--- config.mk ---
export PLATFORM = sky130hd
export DESIGN_NAME = cybernid_feature_packer_flat
export DESIGN_NICKNAME = d
export VERILOG_FILES = /design/src/rtl/cybernid_feature_packer_if.sv /design/src/rtl/cybernid_feature_packer.sv /design/src/flat_wrapper.sv
export SDC_FILE = /design/constraint.sdc
export NUM_CORES = 1
export LEC_CHECK = 0
export CAP_MARGIN = 40
export CORE_AREA = 2 2 91 93
export DETAILED_ROUTE_END_ITERATION = 8
export DIE_AREA = 0 0 93 95
export SYNTH_ARGS = -nofsm -noshare
export SYNTH_HDL_FRONTEND = slang
export SYNTH_SLANG_ARGS = --single-unit
--- constraint.sdc ---
create_clock -name clk -period 4.2 [get_ports clk]
set_input_delay 0.63 -clock clk [delete_from_list [all_inputs] [get_ports clk]]
set_output_delay 0.63 -clock clk [all_outputs]
set_load 0.02 [all_outputs]
--- src/rtl/cybernid_feature_packer_if.sv ---
// Bus bundle for the cybernid feature packer: raw feature stream in,
// threshold programming port, packed layer-0 vector out, plus status.
// The master modport is the packer's view; slave is the environment's view.
interface cybernid_feature_packer_if #(
    parameter int NUM_FEATURES = 3,
    parameter int FEAT_W       = 8,
    parameter int Q_W          = 2,
    parameter int CNT_W        = 16
);
    logic                        s_valid;
    logic                        s_ready;
    logic [FEAT_W-1:0]           s_data;
    logic                        s_last;

    logic                        thr_we;
    logic [Q_W-1:0]              thr_sel;
    logic [FEAT_W-1:0]           thr_data;

    logic                        m_valid;
    logic                        m_ready;
    logic [NUM_FEATURES*Q_W-1:0] m_data;

    logic                        err_frame;
    logic [CNT_W-1:0]            sample_cnt;

    modport master (
        input  s_valid, s_data, s_last, thr_we, thr_sel, thr_data, m_ready,
        output s_ready, m_valid, m_data, err_frame, sample_cnt
    );

    modport slave (
        output s_valid, s_data, s_last, thr_we, thr_sel, thr_data, m_ready,
        input  s_ready, m_valid, m_data, err_frame, sample_cnt
    );
endinterface

--- src/rtl/cybernid_feature_packer.sv ---
// cybernid_feature_packer: quantizes raw feature beats against a programmable
// threshold table and packs NUM_FEATURES codes into the flat vector that the
// layer-0 LUT neurons slice (feature i at bits [i*Q_W +: Q_W]).
// Optional macro CYBERNID_PACKER_PINGPONG_EN: the assembly register doubles as
// a second buffer so the next sample can fill while the current vector waits.
module cybernid_feature_packer #(
    parameter int NUM_FEATURES = 3,
    parameter int FEAT_W       = 8,
    parameter int Q_W          = 2,
    parameter int CNT_W        = 16
) (
    input  logic                     clk,
    input  logic                     rst,
    cybernid_feature_packer_if.master bus
);
    localparam int NUM_THR = (1 << Q_W) - 1;
    localparam int VEC_W   = NUM_FEATURES * Q_W;
    localparam int IDX_W   = (NUM_FEATURES > 1) ? $clog2(NUM_FEATURES) : 1;

`ifdef CYBERNID_PACKER_PINGPONG_EN
    localparam bit PINGPONG = 1'b1;
`else
    localparam bit PINGPONG = 1'b0;
`endif

    typedef enum logic [1:0] {
        ST_FILL,
        ST_DRAIN,
        ST_HOLD
    } state_t;

    state_t            state_q, state_d;
    logic [IDX_W-1:0]  idx_q, idx_d;
    logic [VEC_W-1:0]  asm_q, asm_d;
    logic              pend_q, pend_d;
    logic              m_valid_q, m_valid_d;
    logic [VEC_W-1:0]  m_data_q, m_data_d;
    logic              err_q, err_d;
    logic [CNT_W-1:0]  cnt_q, cnt_d;
    logic [FEAT_W-1:0] thr_q [NUM_THR];
    logic [FEAT_W-1:0] thr_d [NUM_THR];

    logic [Q_W-1:0]    q_code;
    logic [VEC_W-1:0]  beat_vec;
    logic              s_ready;
    logic              out_free;
    logic              last_slot;

    // Quantizer: code is the number of thresholds the raw feature reaches.
    always_comb begin
        q_code = '0;
        for (int k = 0; k < NUM_THR; k++) begin
            if (bus.s_data >= thr_q[k]) q_code = q_code + Q_W'(1);
        end
    end

    // Threshold table update; the top index has no entry and is ignored.
    always_comb begin
        thr_d = thr_q;
        if (bus.thr_we) begin
            for (int k = 0; k < NUM_THR; k++) begin
                if (bus.thr_sel == Q_W'(k)) thr_d[k] = bus.thr_data;
            end
        end
    end

    // Assembly register with the current beat's code dropped into slot idx.
    always_comb begin
        beat_vec = asm_q;
        for (int i = 0; i < NUM_FEATURES; i++) begin
            if (idx_q == IDX_W'(i)) beat_vec[i*Q_W +: Q_W] = q_code;
        end
    end

    // Framing FSM, output handshake and sample counting.
    always_comb begin
        // NOTE: every signal gets a default before the case so no path leaves
        // one unassigned, which would otherwise infer a latch.
        state_d   = state_q;
        idx_d     = idx_q;
        asm_d     = asm_q;
        pend_d    = pend_q;
        m_valid_d = m_valid_q;
        m_data_d  = m_data_q;
        cnt_d     = cnt_q;
        err_d     = 1'b0;
        s_ready   = 1'b1;
        last_slot = (idx_q == IDX_W'(NUM_FEATURES - 1));
        out_free  = !m_valid_q || bus.m_ready;

        // Vector delivered: either retire it or promote the parked buffer.
        if (m_valid_q && bus.m_ready) begin
            cnt_d = cnt_q + CNT_W'(1);
            if (pend_q) begin
                m_data_d = asm_q;
                asm_d    = '0;
                pend_d   = 1'b0;
            end else begin
                m_valid_d = 1'b0;
            end
        end

        case (state_q)
            ST_FILL: begin
                if (bus.s_valid) begin
                    if (last_slot || bus.s_last) begin
                        idx_d = '0;
                        err_d = !(last_slot && bus.s_last);
                        if (out_free || !PINGPONG) begin
                            m_data_d  = beat_vec;
                            m_valid_d = 1'b1;
                            asm_d     = '0;
                        end else begin
                            asm_d  = beat_vec;
                            pend_d = 1'b1;
                        end
                        if (!bus.s_last) begin
                            state_d = ST_DRAIN;
                        end else if (!PINGPONG || !out_free) begin
                            state_d = ST_HOLD;
                        end else begin
                            state_d = ST_FILL;
                        end
                    end else begin
                        asm_d = beat_vec;
                        idx_d = idx_q + IDX_W'(1);
                    end
                end
            end
            ST_DRAIN: begin
                if (bus.s_valid && bus.s_last) begin
                    state_d = (PINGPONG ? pend_d : m_valid_d) ? ST_HOLD : ST_FILL;
                end
            end
            ST_HOLD: begin
                s_ready = 1'b0;
                if (m_valid_q && bus.m_ready) state_d = ST_FILL;
            end
            default: begin
                state_d = ST_FILL;
            end
        endcase
    end

    // State and datapath registers.
    always_ff @(posedge clk or negedge rst) begin
        if (!rst) begin
            // NOTE: state uses non-blocking assignments so every flop samples
            // the pre-edge values regardless of statement order.
            state_q   <= ST_FILL;
            idx_q     <= '0;
            asm_q     <= '0;
            pend_q    <= 1'b0;
            m_valid_q <= 1'b0;
            m_data_q  <= '0;
            err_q     <= 1'b0;
            cnt_q     <= '0;
        end else begin
            state_q   <= state_d;
            idx_q     <= idx_d;
            asm_q     <= asm_d;
            pend_q    <= pend_d;
            m_valid_q <= m_valid_d;
            m_data_q  <= m_data_d;
            err_q     <= err_d;
            cnt_q     <= cnt_d;
        end
    end

    // Threshold table registers, restored to evenly spaced defaults.
    always_ff @(posedge clk or negedge rst) begin
        if (!rst) begin
            // NOTE: this table is small and must come up with usable defaults,
            // so it is built from resettable flops rather than a RAM.
            for (int k = 0; k < NUM_THR; k++) begin
                thr_q[k] <= FEAT_W'((k + 1) << (FEAT_W - Q_W));
            end
        end else begin
            thr_q <= thr_d;
        end
    end

    assign bus.s_ready    = s_ready;
    assign bus.m_valid    = m_valid_q;
    assign bus.m_data     = m_data_q;
    assign bus.err_frame  = err_q;
    assign bus.sample_cnt = cnt_q;

endmodule

--- src/flat_wrapper.sv ---
// flat-port wrapper written by rule: the top's interface ports become plain ports
module cybernid_feature_packer_flat 
#(
    parameter int NUM_FEATURES = 3,
    parameter int FEAT_W       = 8,
    parameter int Q_W          = 2,
    parameter int CNT_W        = 16
)
  (clk, rst, bus_s_valid, bus_s_data, bus_s_last, bus_thr_we, bus_thr_sel, bus_thr_data, bus_m_ready, bus_s_ready, bus_m_valid, bus_m_data, bus_err_frame, bus_sample_cnt);
  cybernid_feature_packer_if #(.NUM_FEATURES(NUM_FEATURES), .FEAT_W(FEAT_W), .Q_W(Q_W), .CNT_W(CNT_W)) bus_i ();
  input  logic clk;
  input  logic rst;
  input wire logic [$bits(bus_i.s_valid)-1:0] bus_s_valid;
  input wire logic [$bits(bus_i.s_data)-1:0] bus_s_data;
  input wire logic [$bits(bus_i.s_last)-1:0] bus_s_last;
  input wire logic [$bits(bus_i.thr_we)-1:0] bus_thr_we;
  input wire logic [$bits(bus_i.thr_sel)-1:0] bus_thr_sel;
  input wire logic [$bits(bus_i.thr_data)-1:0] bus_thr_data;
  input wire logic [$bits(bus_i.m_ready)-1:0] bus_m_ready;
  output wire logic [$bits(bus_i.s_ready)-1:0] bus_s_ready;
  output wire logic [$bits(bus_i.m_valid)-1:0] bus_m_valid;
  output wire logic [$bits(bus_i.m_data)-1:0] bus_m_data;
  output wire logic [$bits(bus_i.err_frame)-1:0] bus_err_frame;
  output wire logic [$bits(bus_i.sample_cnt)-1:0] bus_sample_cnt;
  assign bus_i.s_valid = bus_s_valid;
  assign bus_i.s_data = bus_s_data;
  assign bus_i.s_last = bus_s_last;
  assign bus_i.thr_we = bus_thr_we;
  assign bus_i.thr_sel = bus_thr_sel;
  assign bus_i.thr_data = bus_thr_data;
  assign bus_i.m_ready = bus_m_ready;
  assign bus_s_ready = bus_i.s_ready;
  assign bus_m_valid = bus_i.m_valid;
  assign bus_m_data = bus_i.m_data;
  assign bus_err_frame = bus_i.err_frame;
  assign bus_sample_cnt = bus_i.sample_cnt;
  cybernid_feature_packer #(.NUM_FEATURES(NUM_FEATURES), .FEAT_W(FEAT_W), .Q_W(Q_W), .CNT_W(CNT_W)) u_core (.clk(clk), .rst(rst), .bus(bus_i));
endmodule
==> flow_summary.ini <==
[cts]
cts_buffer_depth = 2
ctsResizeCount = 0
cts.hold.buffers_added = 0
clock-sinks = 58
htreeDepth = 3
path_clk_slew_ns = 0.07
root_buffer = clkbuf_8
cts_tree = yes
cts-buffers-inserted = 9
clk_latency_ns = 0.34
post-cts-setup-buffer-count = 0

[synth]
synth_edf_count = 0
ys.warnings.count = 0
ys_top_cells_by_count = dfrtp_1 (54), nand2_1 (34), ha_1 (31)
syn_inst = 292
yosysTopAreaCell = dfrtp_1
async_flop_share = 1.000
ys_seq_area_frac = 0.4718
synth_area_um2 = 3087
yosys_most_used_dff = dfrtp_1
syn-mean-instance-area_um2 = 10.57
synth.area.top_cells = dfrtp_1 (44%), ha_1 (13%), mux2_2 (6.6%)
yosys.cell_count.top_type = dfrtp_1
ys_ff_latch = 58
syn-num-nets = 347
ys_types = 40
yosysTopAreaCellShare = 0.4378

[floorplanning]
die_height_um = 95
core_area_um2 = 7928
die_area_um2 = 8835
die_x_um = 93
start_util = 0.3894
placementRows = 33
num_io_pins = 49

[timing]
setup_violations = 0
hold_viol = 0
period_needed_ns = 3.159
hold_ws_ns = 0.1633
period_share = 0.7521
tns_ns = 0
slew_viol_final = 0
skew_ns = 0.008553
worstMarginPinSlew_ns = 0.7335
max_slew_margin = 0.4983
max_freq_mhz = 316.6
rsz0062_at_grt = no

[power]
finalPower_mw = 1.951
cellLeakagePower_nw = 1.757
power_density_nw_per_um2 = 501.3
ir_drop_mv = 0.1796

[setup_path]
arrival_ns = 3.36
crit_path_start = bus_s_data[5]
r2r_slack_ns = 1.48
crit_path_start_kind = input port
end_kind = register
cp.required_ns = 4.40
worstPathMaxFanout = 6
endpoint = u_core.asm_q[3]
r2r-start = u_core.thr_q[15]
reg2reg_to = u_core.asm_q[3]
critical_path_class = input port to register
reg2reg_depth = 8

[flow_run]
max_cap_violations = 0

[global_routing]
grt.total_usage = 0.1475
grt_pass1_wl_mm = 10.05
grt_max_degree = 29
grt_pass1_vias = 2167
gr-total-overflow = 0
grt_antenna_before_repair = 0

[run_status]
status = complete, no violations

[finish]
fin_cells = 462
final_area_um2 = 3891
n_antenna_cell = 0
finalNetCount = 407
drive_above_1_share = 0.1289
area_growth_pct = 26.06

[place]
placed_cells = 446
placed_area_um2 = 3721
io_buffers = 48
dp.final_hpwl_mm = 4.497
gp_congestion = 0.8377

[detailed_routing]
first_iter_violations = 61
postRouteAntennaNets = 0
routed_via_density = 4.868
route.detailed.drc = 0
wire_per_inst_um = 12.89
wl_mm = 5.956
vias = 2249
drtPass1Iterations = 4

[min_path]
hold_class = input port to async pin
==> registers in the layout (all words and copies together), names as in the netlist <==
name	flops
u_core.idx_q	2
u_core.bus.sample_cnt	16
u_core.asm_q	6
u_core.bus.err_frame	1
u_core.bus.m_valid	1
u_core.bus.m_data	6
u_core.thr_q	24
u_core.state_q	2
==> routing by layer <==
metal	share of wire	up-vias	GRT usage
met5	0	-	0
met4	0.016	0	0.06985
met3	0.053	8	0.03192
met2	0.46	55	0.2301
met1	0.48	1049	0.1960
li1	-	1137	-
==> report_power, final <==
group | switching, mW | total [mW] | internal [mW]
Sequential | 0.0886 | 0.790 | 0.702
Clock | 0.240 | 0.450 | 0.211
Combinational | 0.381 | 0.710 | 0.329
Total | 0.709 | 1.95 | 1.24
==> metrics by stage <==
stage / utilization / setup slack [ns]
2_1_floorplan: - / 1.571
3_3_place_gp: 0.4669 / 0.7741
3_5_place_dp: 0.4694 / 0.6784
4_1_cts: 0.4908 / 1.040
5_1_grt: 0.4908 / 0.6437
6_report: 0.4908 / 1.041
==> cell type report <==
class | count | area, µm²
Multi-Input combinational cell | 202 | 1510
Timing Repair Buffer | 51 | 510.5
Inverter | 30 | 112.6
Tap cell | 105 | 131.4
Sequential cell | 58 | 1456
Fill cell | 734 | 4036
Clock inverter | 7 | 46.29
Clock buffer | 9 | 123.9
==> worst min path at each step <==
stage	startpoint	depth (start not counted)	slack (ns)	endpoint
final	rst	1	0.16	u_core.thr_q[21]
after global routing	rst	1	0.17	u_core.thr_q[21]
after CTS	rst	1	0.16	u_core.thr_q[21]
after detailed placement	u_core.bus.sample_cnt[15]	1	0.46	u_core.bus.sample_cnt[15]
after global placement	u_core.bus.sample_cnt[15]	1	0.47	u_core.bus.sample_cnt[15]
after floorplan	rst	0	0.33	u_core.asm_q[0]
==> layout by cell type, fill, tap and decap left out, types with 2 or more instances in the layout <==
cell and instances:
nand2_1 34, a211oi_1 3, clkinv_2 3, xor2_1 6
a21oi_1 8, nand3_1 3, clkbuf_8 9, nor3b_1 5
nor2_1 17, mux2i_1 2, clkdlybuf4s50_1 47, dfstp_2 4
inv_1 30, mux2_2 18, buf_4 2, nand4_1 2
and3_1 2, nor2b_1 2, and2_1 3, xnor2_1 10
nor3_1 4, ha_1 31, nand3b_1 2, dfrtp_1 54
a21o_1 2, clkinvlp_4 3, a311oi_1 3, o21ai_0 24
nand2b_1 6
==> logic make-up after synthesis <==
group,synth area share
xor gates and xnor gates,0.04540
AOI/OAI and AO/OA,0.1131
DFF,0.4718
muxes,0.07215
buffers and inverters,0.03892
adders and majority gates,0.1257
and+or+nand+nor,0.1330
==> critical path: stages <==
cell	delay, ns
clkdlybuf4s50_1	0.48
ha_1	0.34
a2111oi_0	0.67
nor2b_1	0.25
a221oi_1	0.10
ha_1	0.23
mux2i_1	0.48
o21ai_0	0.18
Power figures use the tool's default switching activity.
